[config.mk]
export PLATFORM = sky130hd
export DESIGN_NAME = megaram_mem_bridge_flat
export DESIGN_NICKNAME = d
export VERILOG_FILES = /design/src/rtl/megaram_pkg.sv /design/src/rtl/megaram_mem_bridge_if.sv /design/src/rtl/megaram_mem_bridge_sync.sv /design/src/rtl/megaram_mem_bridge.sv /design/src/flat_wrapper.sv
export SDC_FILE = /design/constraint.sdc
export NUM_CORES = 1
export LEC_CHECK = 0
export BUFFER_PORTS_ARGS = -buffer_cell sky130_fd_sc_hd__buf_4
export CAP_MARGIN = 40
export CORE_MARGIN = 2
export CORE_UTILIZATION = 58
export CTS_CLUSTER_DIAMETER = 200
export DETAILED_ROUTE_END_ITERATION = 16
export PLACE_DENSITY = 0.84
export SETUP_SLACK_MARGIN = 0.4
export SLEW_MARGIN = 0
export SYNTH_ARGS = -nofsm -noshare
export SYNTH_HDL_FRONTEND = slang
export SYNTH_SLANG_ARGS = --single-unit
[constraint.sdc]
create_clock -name clk_i -period 6.07 [get_ports clk_i]
set_input_delay 0.9105 -clock clk_i [delete_from_list [all_inputs] [get_ports clk_i]]
set_output_delay 0.9105 -clock clk_i [all_outputs]
set_load 0.02 [all_outputs]
[src/rtl/megaram_pkg.sv]
// Shared types and constants for the MegaRAM memory bridge.
package megaram_pkg;
    localparam int         MEGARAM_ADDR_W = 23;
    localparam logic [7:0] CDOUT_IDLE     = 8'hFF;

    typedef enum logic [1:0] {IDLE, SETTLE, REQ, HOLD} bridge_state_t;
endpackage

[src/rtl/megaram_mem_bridge_if.sv]
// Request channel between the bridge (master) and the PSRAM controller (slave).
interface megaram_mem_bridge_if
    import megaram_pkg::*;
#(
    parameter int ADDR_W = MEGARAM_ADDR_W
);
    logic              ext_req;
    logic              ext_we;
    logic [ADDR_W-1:0] ext_addr;
    logic [7:0]        ext_wdata;
    logic              ext_ack;
    logic [7:0]        ext_rdata;

    modport master (
        output ext_req, ext_we, ext_addr, ext_wdata,
        input  ext_ack, ext_rdata
    );

    modport slave (
        input  ext_req, ext_we, ext_addr, ext_wdata,
        output ext_ack, ext_rdata
    );
endinterface

[src/rtl/megaram_mem_bridge_sync.sv]
// Two-flop synchroniser for one asynchronous control strobe.
module bus_sync2 #(
    parameter logic RST_VAL = 1'b0
) (
    input  logic clk_i,
    input  logic rst_ni,
    input  logic d_i,
    output logic q_o
);
    logic [1:0] ff_q;

    always_ff @(posedge clk_i or negedge rst_ni) begin
        if (!rst_ni) ff_q <= {2{RST_VAL}};
        else         ff_q <= {ff_q[0], d_i};
    end

    assign q_o = ff_q[1];
endmodule

[src/rtl/megaram_mem_bridge.sv]
// Turns each mapper-selected Z80 slot cycle into exactly one PSRAM request,
// stretching the cycle with WAIT and returning read data on cdout.
module megaram_mem_bridge
    import megaram_pkg::*;
#(
    parameter int ADDR_W         = MEGARAM_ADDR_W,
    parameter int SETTLE_CYCLES  = 2,
    parameter int TIMEOUT_CYCLES = 255
) (
    input  logic                 clk_i,
    input  logic                 reset_n_i,
    input  logic                 cart_ena_i,
    input  logic                 ram_ena_i,
    input  logic [ADDR_W-1:0]    mem_addr_i,
    input  logic [7:0]           cdin_i,
    input  logic                 rd_n_i,
    input  logic                 wr_n_i,
    megaram_mem_bridge_if.master mem,
    output logic [7:0]           cdout_o,
    output logic                 cdout_oe_o,
    output logic                 wait_n_o,
    output logic                 timeout_err_o
);
    localparam logic [3:0] SETTLE_LOAD = 4'(SETTLE_CYCLES - 1);
    localparam logic [7:0] TMO_LAST    = 8'(TIMEOUT_CYCLES - 1);

    logic cart_s, ram_s, rd_s, wr_s;

    bus_sync2 #(.RST_VAL(1'b0)) u_sync_cart (.clk_i, .rst_ni(reset_n_i), .d_i(cart_ena_i), .q_o(cart_s));
    bus_sync2 #(.RST_VAL(1'b0)) u_sync_ram  (.clk_i, .rst_ni(reset_n_i), .d_i(ram_ena_i),  .q_o(ram_s));
    bus_sync2 #(.RST_VAL(1'b1)) u_sync_rd   (.clk_i, .rst_ni(reset_n_i), .d_i(rd_n_i),     .q_o(rd_s));
    bus_sync2 #(.RST_VAL(1'b1)) u_sync_wr   (.clk_i, .rst_ni(reset_n_i), .d_i(wr_n_i),     .q_o(wr_s));

    logic rd_cyc, wr_cyc, cyc_any, bus_idle;

    // Both strobes low decodes to neither cycle type, so it is never serviced.
    assign rd_cyc   = cart_s & ~rd_s & wr_s;
    assign wr_cyc   = cart_s & ~wr_s & rd_s & ram_s;
    assign cyc_any  = rd_cyc | wr_cyc;
    assign bus_idle = rd_s & wr_s;

    bridge_state_t     state_q, state_d;
    logic [3:0]        settle_q, settle_d;
    logic [7:0]        tmo_q, tmo_d;
    logic              typ_q, typ_d;
    logic [ADDR_W-1:0] addr_q, addr_d;
    logic              ended_q, ended_d;
    logic              req_q, req_d;
    logic              we_q, we_d;
    logic [ADDR_W-1:0] eaddr_q, eaddr_d;
    logic [7:0]        wdata_q, wdata_d;
    logic [7:0]        cdout_q, cdout_d;
    logic              oe_q, oe_d;
    logic              wait_n_q, wait_n_d;
    logic              terr_q, terr_d;
    logic              ended_now;
    logic              finish;

    always_comb begin
        state_d   = state_q;
        settle_d  = settle_q;
        tmo_d     = tmo_q;
        typ_d     = typ_q;
        addr_d    = addr_q;
        ended_d   = ended_q;
        req_d     = req_q;
        we_d      = we_q;
        eaddr_d   = eaddr_q;
        wdata_d   = wdata_q;
        cdout_d   = cdout_q;
        oe_d      = oe_q;
        wait_n_d  = wait_n_q;
        terr_d    = terr_q;
        ended_now = ended_q | bus_idle;
        finish    = 1'b0;

        unique case (state_q)
            IDLE: begin
                if (cyc_any) begin
                    state_d  = SETTLE;
                    settle_d = SETTLE_LOAD;
                    typ_d    = wr_cyc;
                    addr_d   = mem_addr_i;
                    wait_n_d = 1'b0;
                end
            end
            SETTLE: begin
                if (!cyc_any) begin
                    state_d  = IDLE;
                    wait_n_d = 1'b1;
                end else if (wr_cyc != typ_q || mem_addr_i != addr_q) begin
                    settle_d = SETTLE_LOAD;
                    typ_d    = wr_cyc;
                    addr_d   = mem_addr_i;
                end else if (settle_q == 4'd0) begin
                    state_d = REQ;
                    req_d   = 1'b1;
                    we_d    = typ_q;
                    eaddr_d = addr_q;
                    wdata_d = cdin_i;
                    tmo_d   = 8'd0;
                    ended_d = 1'b0;
                end else begin
                    settle_d = settle_q - 4'd1;
                end
            end
            REQ: begin
                // The controller cannot abort, so an early bus end only marks the data as unwanted.
                ended_d = ended_now;
                if (mem.ext_ack) begin
                    finish = 1'b1;
                    if (!ended_now && !we_q) cdout_d = mem.ext_rdata;
                end else if (tmo_q == TMO_LAST) begin
                    finish  = 1'b1;
                    cdout_d = CDOUT_IDLE;
                    terr_d  = 1'b1;
                end else begin
                    tmo_d = (tmo_q == 8'hFF) ? tmo_q : tmo_q + 8'd1;
                end
                if (finish) begin
                    req_d = 1'b0;
                    if (ended_now) begin
                        state_d  = IDLE;
                        wait_n_d = ~cyc_any;
                    end else begin
                        state_d  = HOLD;
                        wait_n_d = 1'b1;
                        oe_d     = ~we_q & ~rd_s;
                    end
                end
            end
            HOLD: begin
                wait_n_d = 1'b1;
                oe_d     = ~we_q & ~rd_s;
                if (bus_idle) begin
                    state_d = IDLE;
                    oe_d    = 1'b0;
                end
            end
            default: state_d = IDLE;
        endcase
    end

    always_ff @(posedge clk_i or negedge reset_n_i) begin
        if (!reset_n_i) begin
            state_q  <= IDLE;
            settle_q <= '0;
            tmo_q    <= '0;
            typ_q    <= 1'b0;
            addr_q   <= '0;
            ended_q  <= 1'b0;
            req_q    <= 1'b0;
            we_q     <= 1'b0;
            eaddr_q  <= '0;
            wdata_q  <= '0;
            cdout_q  <= CDOUT_IDLE;
            oe_q     <= 1'b0;
            wait_n_q <= 1'b1;
            terr_q   <= 1'b0;
        end else begin
            state_q  <= state_d;
            settle_q <= settle_d;
            tmo_q    <= tmo_d;
            typ_q    <= typ_d;
            addr_q   <= addr_d;
            ended_q  <= ended_d;
            req_q    <= req_d;
            we_q     <= we_d;
            eaddr_q  <= eaddr_d;
            wdata_q  <= wdata_d;
            cdout_q  <= cdout_d;
            oe_q     <= oe_d;
            wait_n_q <= wait_n_d;
            terr_q   <= terr_d;
        end
    end

    assign mem.ext_req   = req_q;
    assign mem.ext_we    = we_q;
    assign mem.ext_addr  = eaddr_q;
    assign mem.ext_wdata = wdata_q;
    assign cdout_o       = cdout_q;
    assign cdout_oe_o    = oe_q;
    assign wait_n_o      = wait_n_q;
    assign timeout_err_o = terr_q;
endmodule
[src/flat_wrapper.sv]
// flat-port wrapper written by rule: the top's interface ports become plain ports
module megaram_mem_bridge_flat import megaram_pkg::*;
#(
    parameter int ADDR_W         = MEGARAM_ADDR_W,
    parameter int SETTLE_CYCLES  = 2,
    parameter int TIMEOUT_CYCLES = 255
)
  (clk_i, reset_n_i, cart_ena_i, ram_ena_i, mem_addr_i, cdin_i, rd_n_i, wr_n_i, cdout_o, cdout_oe_o, wait_n_o, timeout_err_o, mem_ext_req, mem_ext_we, mem_ext_addr, mem_ext_wdata, mem_ext_ack, mem_ext_rdata);
  megaram_mem_bridge_if #(.ADDR_W(ADDR_W)) mem_i ();
  input  logic clk_i;
  input  logic reset_n_i;
  input  logic cart_ena_i;
  input  logic ram_ena_i;
  input  logic [ADDR_W-1:0] mem_addr_i;
  input  logic [7:0] cdin_i;
  input  logic rd_n_i;
  input  logic wr_n_i;
  output logic [7:0] cdout_o;
  output logic cdout_oe_o;
  output logic wait_n_o;
  output logic timeout_err_o;
  output wire logic [$bits(mem_i.ext_req)-1:0] mem_ext_req;
  output wire logic [$bits(mem_i.ext_we)-1:0] mem_ext_we;
  output wire logic [$bits(mem_i.ext_addr)-1:0] mem_ext_addr;
  output wire logic [$bits(mem_i.ext_wdata)-1:0] mem_ext_wdata;
  input wire logic [$bits(mem_i.ext_ack)-1:0] mem_ext_ack;
  input wire logic [$bits(mem_i.ext_rdata)-1:0] mem_ext_rdata;
  assign mem_ext_req = mem_i.ext_req;
  assign mem_ext_we = mem_i.ext_we;
  assign mem_ext_addr = mem_i.ext_addr;
  assign mem_ext_wdata = mem_i.ext_wdata;
  assign mem_i.ext_ack = mem_ext_ack;
  assign mem_i.ext_rdata = mem_ext_rdata;
  megaram_mem_bridge #(.ADDR_W(ADDR_W), .SETTLE_CYCLES(SETTLE_CYCLES), .TIMEOUT_CYCLES(TIMEOUT_CYCLES)) u_core (.clk_i(clk_i), .reset_n_i(reset_n_i), .cart_ena_i(cart_ena_i), .ram_ena_i(ram_ena_i), .mem_addr_i(mem_addr_i), .cdin_i(cdin_i), .rd_n_i(rd_n_i), .wr_n_i(wr_n_i), .mem(mem_i), .cdout_o(cdout_o), .cdout_oe_o(cdout_oe_o), .wait_n_o(wait_n_o), .timeout_err_o(timeout_err_o));
endmodule
==> flow_summary.ini, run 1 <==
[clock_network]
h_tree_levels = 3
cts-root-buf = sky130_fd_sc_hd__clkbuf_8
clkSlewWorstSetupHoldPaths_ps = 90
post_cts_resize_count = 0
post-cts-setup-buffers = 0
cts.path.max_buffers = 2
clock_latency_ps = 360
cts-hold-fix-buffers = 0
tritoncts_clock_tree = yes
clock_sinks = 91
numCtsBuffers = 9

[synth]
post_synth_most_frequent_cells = sky130_fd_sc_hd__dfrtp_1 (78), sky130_fd_sc_hd__mux2_2 (46), sky130_fd_sc_hd__xor2_1 (24)
synth-seq-cells = 91
synth_edf_count = 0
synth-async-reset-ratio_pct = 100
synth_largest_area_cell = sky130_fd_sc_hd__dfrtp_1
synth_top_area_share_pct = 47.4
number_of_nets_in_the_synthesized_netlist = 375
synth-warning-count = 0
synth.top_cells.by_area = sky130_fd_sc_hd__dfrtp_1 (47%), sky130_fd_sc_hd__mux2_2 (13%), sky130_fd_sc_hd__dfstp_2 (8.3%)
syn_inst = 322
synth_top_flop_cell = sky130_fd_sc_hd__dfrtp_1
ys_seq_area_share_pct = 55.7
synthesis.area_per_instance_um2 = 12.8
synthMostInstantiatedCell = sky130_fd_sc_hd__dfrtp_1
post_synth_instance_area_mm2 = 0.00412
synthDistinctLibCells = 50

[timing]
final.min_clock_period_ps = 3020
setup_viol_count_final = 0
relSlewSlack_pct = 51.0
grt_setup_unrepaired = false
timing.final.max_slew_violations = 0
worstMarginPinSlew_ps = 734
achievable-frequency_mhz = 331
final_hold_viol_count = 0
setup_tns_ps = 0
period_share_pct = 49.8
final.setup_skew_ps = 11.8

[floorplan]
pin_count = 90
die_h_um = 88.3
rows = 30
coreArea_mm2 = 0.00683
die_area_mm2 = 0.00779
start_util_pct = 60.3
fp.dieW_um = 88.3

[cells_and_area]
post_route_cells_drive_above_1_share_pct = 42.3
post-route-util_pct = 74.2
area_growth_syn_to_layout_pct = 23.1
num-fill-cells = 480
final_cell_count_no_fill = 517
fin_nets = 469
insertedDiodeCount = 0

[power_and_ir_drop]
static-leakage-power_nw = 2.42
power.share.combinational_pct = 22.7
power-per-cell-area_mw_per_mm2 = 307
p_sw_w = 0.000484
power_frac_seq_pct = 50.7
vdd.ir_drop.worst_mv = 0.193
power.share.clock_pct = 26.6
internal_power_of_the_cells_w = 0.00107
power_switching_share_pct = 31.1

[grt]
grt_max_degree = 61
grt_pass1_wl_mm = 13.7
grt_antenna_before_repair = 0
globalRouteOverflowTotal = 0
track_usage_pct = 22.9
first_global_vias = 2905

[routing]
via_count = 2827
post-route-drc-count = 0
postRouteAntennaNets = 0
avgViaCountPerCell = 5.47
finalWirelength_mm = 8.08
routedWlPerCell_um = 15.6
detail_route.first_pass.iterations = 4
initialDrtViolationCount = 217

[run_status]
outcome = finished, final reports clean

[place]
place.port_buffers = 89
routabilityCongestion = 0.836
place_hpwl_mm = 5.86
placed_cells = 501

[setup_path]
startpoint_type = primary input
arrival_time_of_the_worst_setup_path_ps = 3270
endpoint_kind = register
crit_required_ps = 6310
max_fanout_on_critical_path = 13
worst-setup-path-type = primary input to register

[job]
timing.max_cap.violations = 0

[hold_path]
worstHoldPathType = register to register
-- critical path: stages --
cell and delay [ps]:
sky130_fd_sc_hd__buf_4 120, sky130_fd_sc_hd__xor2_1 150, sky130_fd_sc_hd__nor4_2 420, sky130_fd_sc_hd__nand4_2 300, sky130_fd_sc_hd__o21ai_2 680, sky130_fd_sc_hd__buf_4 330
sky130_fd_sc_hd__mux2_2 350
-- registers in the layout, summed over array words and instances, names as in the netlist, 2 cells and up --
| register | cells |
|---|---|
| u_core.u_sync_ram.ff_q | 2 |
| u_core.tmo_q | 8 |
| u_core.u_sync_rd.ff_q | 2 |
| u_core.mem.ext_addr | 23 |
| u_core.mem.ext_wdata | 8 |
| u_core.addr_q | 23 |
| u_core.u_sync_cart.ff_q | 2 |
| u_core.settle_q | 4 |
| u_core.u_sync_wr.ff_q | 2 |
| u_core.cdout_o | 8 |
| u_core.state_q | 2 |
-- path summary, 6_finish.rpt --
path	cells after the start	slack, ps	to	start
max in group asynchronous	2	4510	u_core.mem.ext_addr[19]	reset_n_i
max	7	3050	u_core.addr_q[3]	mem_addr_i[9]
min	0	360	u_core.u_sync_rd.ff_q[1]	u_core.u_sync_rd.ff_q[0]
max reg2reg	6	3270	u_core.addr_q[3]	u_core.addr_q[9]
min in group asynchronous	1	460	u_core.tmo_q[2]	reset_n_i
min reg2reg	0	360	u_core.u_sync_rd.ff_q[1]	u_core.u_sync_rd.ff_q[0]
-- placed cells by master (no fill, tap or decap), drive strengths merged, types with 3 or more instances in the layout --
cell	synthesis	layout
clkinv	0	3
nand3	9	9
o22a	4	4
nand4	3	3
ha	7	7
mux2	55	55
a31oi	5	5
clkbuf	4	9
o31ai	5	5
o311ai	4	4
nand3b	5	5
or2	3	3
o21ai	18	18
nor2	16	16
dfrtp	78	78
dfstp	13	13
buf	5	92
nor4	7	7
nand2	10	10
nor3	4	4
nand2b	6	6
xor2	24	24
inv	11	13
-- kinds of logic (layout without fill, tap and decap cells) --
group | Yosys count | in the layout | synth area share, %
adders and majority gates | 7 | 7 | 2.13
xor gates and xnor gates | 24 | 24 | 5.10
DFF | 91 | 91 | 55.7
buffers and inverters | 20 | 119 | 2.46
and+or+nand+nor | 72 | 72 | 10.5
muxes | 56 | 56 | 15.3
AOI/OAI and AO/OA | 52 | 52 | 8.84
-- area by class of cell --
type	count	area [um^2]	area share (%)
multi-input cells	211	1720	34.0
well taps	96	120	2.37
flip-flops and latches	91	2290	45.2
clock buffers	9	124	2.44
repair buffers	92	691	13.6
inverters	11	41.3	0.814
clock inverters	7	76.3	1.51
-- through the flow --
stage	worst slack [ps]	total power [W]	hold WS, ps	cell area, um^2
2_1_floorplan	3310	0.00103	331	4120
3_3_place_gp	2770	0.00113	335	4870
3_5_place_dp	2660	0.00115	341	4870
4_1_cts	3070	0.00157	362	5070
5_1_grt	2870	0.00165	365	5070
6_report	3050	0.00156	357	5070
-- per-layer routing --
| metal | GRT usage, % | vias up | part of all wire [%] |
|---|---|---|---|
| li1 | - | 1347 | - |
| met1 | 31.1 | 1403 | 44 |
| met2 | 35.9 | 65 | 50 |
| met3 | 5.32 | 12 | 4.2 |
| met4 | 9.23 | 0 | 1.7 |
| met5 | 0 | - | 0 |
-- power groups by stage --
stage	registers [W]	logic (W)	clock network [W]
after global placement	0.000793	0.000340	0
after CTS	0.000788	0.000355	0.000424
after global routing	0.000802	0.000389	0.000455
after floorplan	0.000790	0.000241	0
after detailed placement	0.000800	0.000353	0
final	0.000789	0.000353	0.000415
Power figures use the tool's default switching activity.
==> run 2, diff against run 1 <==
Settings changed: CORE_UTILIZATION 58 to 49, PLACE_DENSITY 0.84 to 0.76.
Clock period 6.07 ns to 2.4 ns, I/O delays scaled along.
==> run 2 against run 1 <==
Design area is 13% higher; combinational power grew to 3.6 times the previous value; register-to-register slack lost 3200 ps; power rose to 2.8 times the previous value; first-iteration DRC count down 44%; final cell count up 7.7%; sequential cell count did not move; largest cell class unchanged.
==> flow_summary.ini, run 2 (same netlist as run 1, synthesis figures left out) <==
[run_status]
outcome = finished, final reports clean

[power_and_ir_drop]
power_switching_share_pct = 31.1
power-per-cell-area_mw_per_mm2 = 761
vdd.ir_drop.worst_mv = 0.487
power_frac_seq_pct = 45.8
power.share.clock_pct = 24.8
internal_power_of_the_cells_w = 0.00301
p_sw_w = 0.00136
static-leakage-power_nw = 2.78
power.share.combinational_pct = 29.4

[floorplan]
rows = 33
fp.dieW_um = 95.7
coreArea_mm2 = 0.00818
start_util_pct = 50.4
die_area_mm2 = 0.00916
pin_count = 90
die_h_um = 95.7

[timing]
setup_viol_count_final = 0
timing.final.max_slew_violations = 0
period_share_pct = 95.2
grt_setup_unrepaired = true
relSlewSlack_pct = 41.0
worst_hold_margin_ps = 4.24
final.setup_skew_ps = 14.0
final_hold_viol_count = 0
final.min_clock_period_ps = 2280
worstMarginPinSlew_ps = 876
setup_tns_ps = 0
achievable-frequency_mhz = 438

[setup_path]
crit_slowest_cell = sky130_fd_sc_hd__dfrtp_1
path_cells = inv_1 > ha_1 > nor3b_4 > nand4_1 > nor4_4 > buf_6 > buf_12 > mux2_2
timing.critical_path.slowest_cell_delay_ps = 420
rr_startpoint = u_core.settle_q[0]
timing.reg2reg.setup_slack_ps = 120
ff2ff_path_depth = 8
worst_r2r_endpoint = u_core.mem.ext_addr[9]
worst-setup-path-type = register to register
arrival_time_of_the_worst_setup_path_ps = 2540
endpoint_kind = register
crit_required_ps = 2650
max_fanout_on_critical_path = 12
startpoint_type = register

[routing]
post-route-drc-count = 0
highest_layer = met4
finalWirelength_mm = 9.68
met3_wirelength_um = 522
detail_route.first_pass.iterations = 6
via_count = 3053
routedWlPerCell_um = 17.4
route.met2.wl_mm = 4.88
routedLengthMet1_mm = 4.12
postRouteAntennaNets = 0
initialDrtViolationCount = 121
avgViaCountPerCell = 5.48

[clock_network]
clock_sinks = 91
cts-hold-fix-buffers = 0
cts-root-buf = sky130_fd_sc_hd__clkbuf_8
clock_latency_ps = 370
numCtsBuffers = 9
h_tree_levels = 3
tritoncts_clock_tree = yes
cts.path.max_buffers = 2
clkSlewWorstSetupHoldPaths_ps = 100

[cells_and_area]
final_cell_mix = sky130_fd_sc_hd__buf_4 (108), sky130_fd_sc_hd__dfrtp_1 (78), sky130_fd_sc_hd__mux2_4 (36), sky130_fd_sc_hd__xor2_1 (24)
layout.cells.most_common = sky130_fd_sc_hd__buf_4
num-fill-cells = 541
final-seq-area_mm2 = 0.00229
area_of_combinational_cells_with_multiple_inputs_mm2 = 0.00200
post_route_cells_drive_above_1_share_pct = 52.2
insertedDiodeCount = 0
fin_nets = 500
area_growth_syn_to_layout_pct = 39.4

[grt]
globalRouteOverflowTotal = 0
first_global_vias = 3071
grt_pass1_wl_mm = 14.7
track_usage_pct = 21.0
grt_antenna_before_repair = 0
grt_max_degree = 53

[place]
place.port_buffers = 89
place_hpwl_mm = 5.97
routabilityCongestion = 0.879

[hold_path]
worstHoldPathType = primary input to async pin

[job]
timing.max_cap.violations = 0
[run 2: worst max-delay path, delay by kind of cell (launching register included)]
kind	cells	cell delay (ps)
fa+ha+maj	1	240
buf+inv	3	410
flops	1	420
mux	1	350
simple gates	3	750
[run 2: through the flow]
step           util, %  worst slack [ps]  std cells  area [um^2]  power (W)
2_1_floorplan        -               170        322         4150    0.00262
3_3_place_gp      61.2              55.4        518         5000    0.00291
3_5_place_dp      61.2              40.3        518         5000    0.00296
4_1_cts           65.9               141        543         5380    0.00411
5_1_grt           70.2              25.3        557         5740    0.00459
6_report          70.2               115        557         5740    0.00437
[run 2: final cells by class]
| class | count | area share, % |
|---|---|---|
| clock buffer | 11 | 2.46 |
| clock inverter | 5 | 1.09 |
| inverter | 11 | 0.719 |
| multi-input combinational | 211 | 34.9 |
| sequential | 91 | 40.0 |
| tap | 105 | 2.29 |
| timing repair buffer | 123 | 18.6 |
[run 2: layer usage]
metal / global-route usage (%) / vias to the layer above
met5: 0 / -
met4: 8.33 / 0
met2: 34.3 / 90
met3: 4.43 / 13
li1: - / 1411
met1: 27.3 / 1539
[run 2: power by group through the flow]
stage	sequential, W	clock [W]	combinational [W]
final	0.00200	0.00108	0.00128
after global placement	0.00200	0	0.000914
after CTS	0.00199	0.00110	0.00102
after global routing	0.00203	0.00117	0.00140
after detailed placement	0.00202	0	0.000939
after floorplan	0.00200	0	0.000620
[run 2: what timing repair did]
item                                    in CTS  in global routing
endpoints found under the setup margin      79                 78
buffers inserted                             7                 11
pin swaps                                    3                 10
resized for setup                           28                 57
cloned                                       2                  3
[run 2: worst max-delay path by stage]
| stage | cells past startpoint | to | from |
|---|---|---|---|
| floorplan | 6 | u_core.mem.ext_addr[10] | u_core.addr_q[16] |
| global route | 7 | u_core.mem.ext_addr[15] | u_core.u_sync_rd.ff_q[1] |
| detailed placement | 8 | u_core.tmo_q[3] | mem_addr_i[14] |
| CTS | 7 | u_core.mem.ext_addr[17] | u_core.addr_q[17] |
| global placement | 8 | u_core.tmo_q[3] | mem_addr_i[14] |
| finish | 8 | u_core.mem.ext_addr[9] | u_core.settle_q[0] |
==> run 3, diff against run 2 <==
Settings changed: CORE_UTILIZATION 49 to 54, PLACE_DENSITY 0.76 to 0.79.
Clock period 2.4 ns to 2.47 ns, I/O delays scaled along.
==> run 3 against run 2 <==
The flow now finishes with violations (negative hold slack); sequential power down 3%; final cell count decreased by 1.6%; register-to-register slack worse by 50 ps; non-clock buffer count is 3 lower; core utilization increased by 7.5 points; critical path type unchanged; highest routed layer unchanged.
==> flow_summary.ini, run 3 (same netlist as run 1, synthesis figures left out) <==
[floorplan]
rows = 31
die_h_um = 91.3
fp.dieW_um = 91.3
pin_count = 90
coreArea_mm2 = 0.00733
start_util_pct = 56.2
die_area_mm2 = 0.00834

[routing]
routedWlPerCell_um = 19.3
finalWirelength_mm = 10.6
postRouteAntennaNets = 0
avgViaCountPerCell = 5.64
detail_route.first_pass.iterations = 4
via_count = 3089
post-route-drc-count = 0
initialDrtViolationCount = 223

[grt]
first_global_vias = 3015
grt_max_degree = 92
grt_pass1_wl_mm = 14.5
met3_usage_pct = 5.06
grt_most_used_layer = met2
track_usage_pct = 21.9
globalRouteOverflowTotal = 0
grt_antenna_before_repair = 0
met2_usage_pct = 36.2
grtUsageMet1_pct = 28.4

[cells_and_area]
area_growth_syn_to_layout_pct = 38.2
fin_nets = 497
layout.cell_area.non_filler_mm2 = 0.00569
post_route_cells_drive_above_1_share_pct = 52.8
final_cell_mix = sky130_fd_sc_hd__buf_4 (107), sky130_fd_sc_hd__dfrtp_1 (78), sky130_fd_sc_hd__mux2_2 (34), sky130_fd_sc_hd__xor2_1 (24), sky130_fd_sc_hd__mux2_4 (20)
insertedDiodeCount = 0
final_cell_count_no_fill = 548
layout.cells.most_common = sky130_fd_sc_hd__buf_4

[timing]
final.setup_skew_ps = 9.88
final_hold_viol_count = 3
worst_hold_margin_ps = -14.8
achievable-frequency_mhz = 416
period_share_pct = 97.3
grt_setup_unrepaired = true
timing.final.max_slew_violations = 0
setup_viol_count_final = 0
final.min_clock_period_ps = 2400
worstMarginPinSlew_ps = 952
relSlewSlack_pct = 35.8

[power_and_ir_drop]
totalPowerFinal_w = 0.00419
vdd.ir_drop.worst_mv = 0.536
static-leakage-power_nw = 2.83
power-per-cell-area_mw_per_mm2 = 735

[place]
place_hpwl_mm = 6.01
routabilityCongestion = 0.869
placed_cells = 511
place.port_buffers = 89
placement.cell_area_mm2 = 0.00498

[setup_path]
ff2ff_path_depth = 7
timing.reg2reg.setup_slack_ps = 70
max_fanout_on_critical_path = 13
startpoint_type = register
worst_r2r_endpoint = u_core.addr_q[8]
endpoint_kind = register
arrival_time_of_the_worst_setup_path_ps = 2660
rr_startpoint = u_core.addr_q[6]
crit_required_ps = 2720
worst-setup-path-type = register to register

[clock_network]
cts-hold-fix-buffers = 0
cts-root-buf = sky130_fd_sc_hd__clkbuf_8
numCtsBuffers = 9
tritoncts_clock_tree = yes
clock_sinks = 91
clock_latency_ps = 360
cts.path.max_buffers = 2
h_tree_levels = 3
clkSlewWorstSetupHoldPaths_ps = 90

[run_status]
outcome = finished with violations
failed_checks = negative hold slack

[job]
timing.max_cap.violations = 0

[hold_path]
worstHoldPathType = primary input to async pin
==> run 3: metrics by stage <==
stage	setup slack (ps)	utilization, %	setup TNS, ps
floorplan	237	-	0
global placement	35.1	68.0	0
detailed placement	-24.4	68.0	-30.0
CTS	172	72.2	0
global route	-15.9	77.7	-77.0
finish	66.0	77.7	0
==> run 3: per-layer routing <==
metal	wire, um	vias to the layer above
li1	-	1401
met1	4410	1563
met5	0	-
met4	221	0
met3	546	17
met2	5380	108
==> run 3: layout make-up <==
class / instances / area (um^2)
Clock buffer: 10 / 128
Clock inverter: 6 / 88.8
Fill cell: 410 / 1640
Inverter: 11 / 41.3
Multi-Input combinational cell: 211 / 2000
Sequential cell: 91 / 2290
Tap cell: 99 / 124
Timing Repair Buffer: 120 / 1020
==> run 3: repair_timing <==
action / CTS / global route
gates cloned: 0 / 5
buffers inserted: 4 / 12
endpoints found under the setup margin: 73 / 80
resized for setup: 15 / 52
pin swaps: 12 / 14
==> run 3: worst max-delay path by stage <==
| stage | startpoint | to | slack [ps] | cells after the start |
|---|---|---|---|---|
| 5_1_grt | u_core.settle_q[0] | u_core.mem.ext_wdata[4] | -20 | 8 |
| 2_1_floorplan | mem_addr_i[16] | u_core.mem.ext_addr[10] | 240 | 6 |
| 4_1_cts | u_core.addr_q[9] | u_core.mem.ext_addr[21] | 170 | 6 |
| 3_3_place_gp | mem_addr_i[14] | u_core.tmo_q[4] | 40 | 8 |
| 3_5_place_dp | mem_addr_i[14] | u_core.tmo_q[4] | -20 | 8 |
| 6_report | u_core.addr_q[6] | u_core.addr_q[8] | 70 | 7 |
==> run 3: power by group <==
group / internal (W) / leakage (nW) / switching, W
Combinational: 0.000574 / 1.57 / 0.000562
Clock: 0.000572 / 0.103 / 0.000535
Sequential: 0.00174 / 1.15 / 0.000207
==> run 3: worst max-delay path, cell delays in order, from the launching register on <==
cell and delay, ps:
sky130_fd_sc_hd__dfrtp_1 420, sky130_fd_sc_hd__xor2_1 180, sky130_fd_sc_hd__nor4_2 400, sky130_fd_sc_hd__nand4_2 260, sky130_fd_sc_hd__buf_6 210, sky130_fd_sc_hd__o21ai_4 270, sky130_fd_sc_hd__buf_12 200, sky130_fd_sc_hd__mux2_2 350
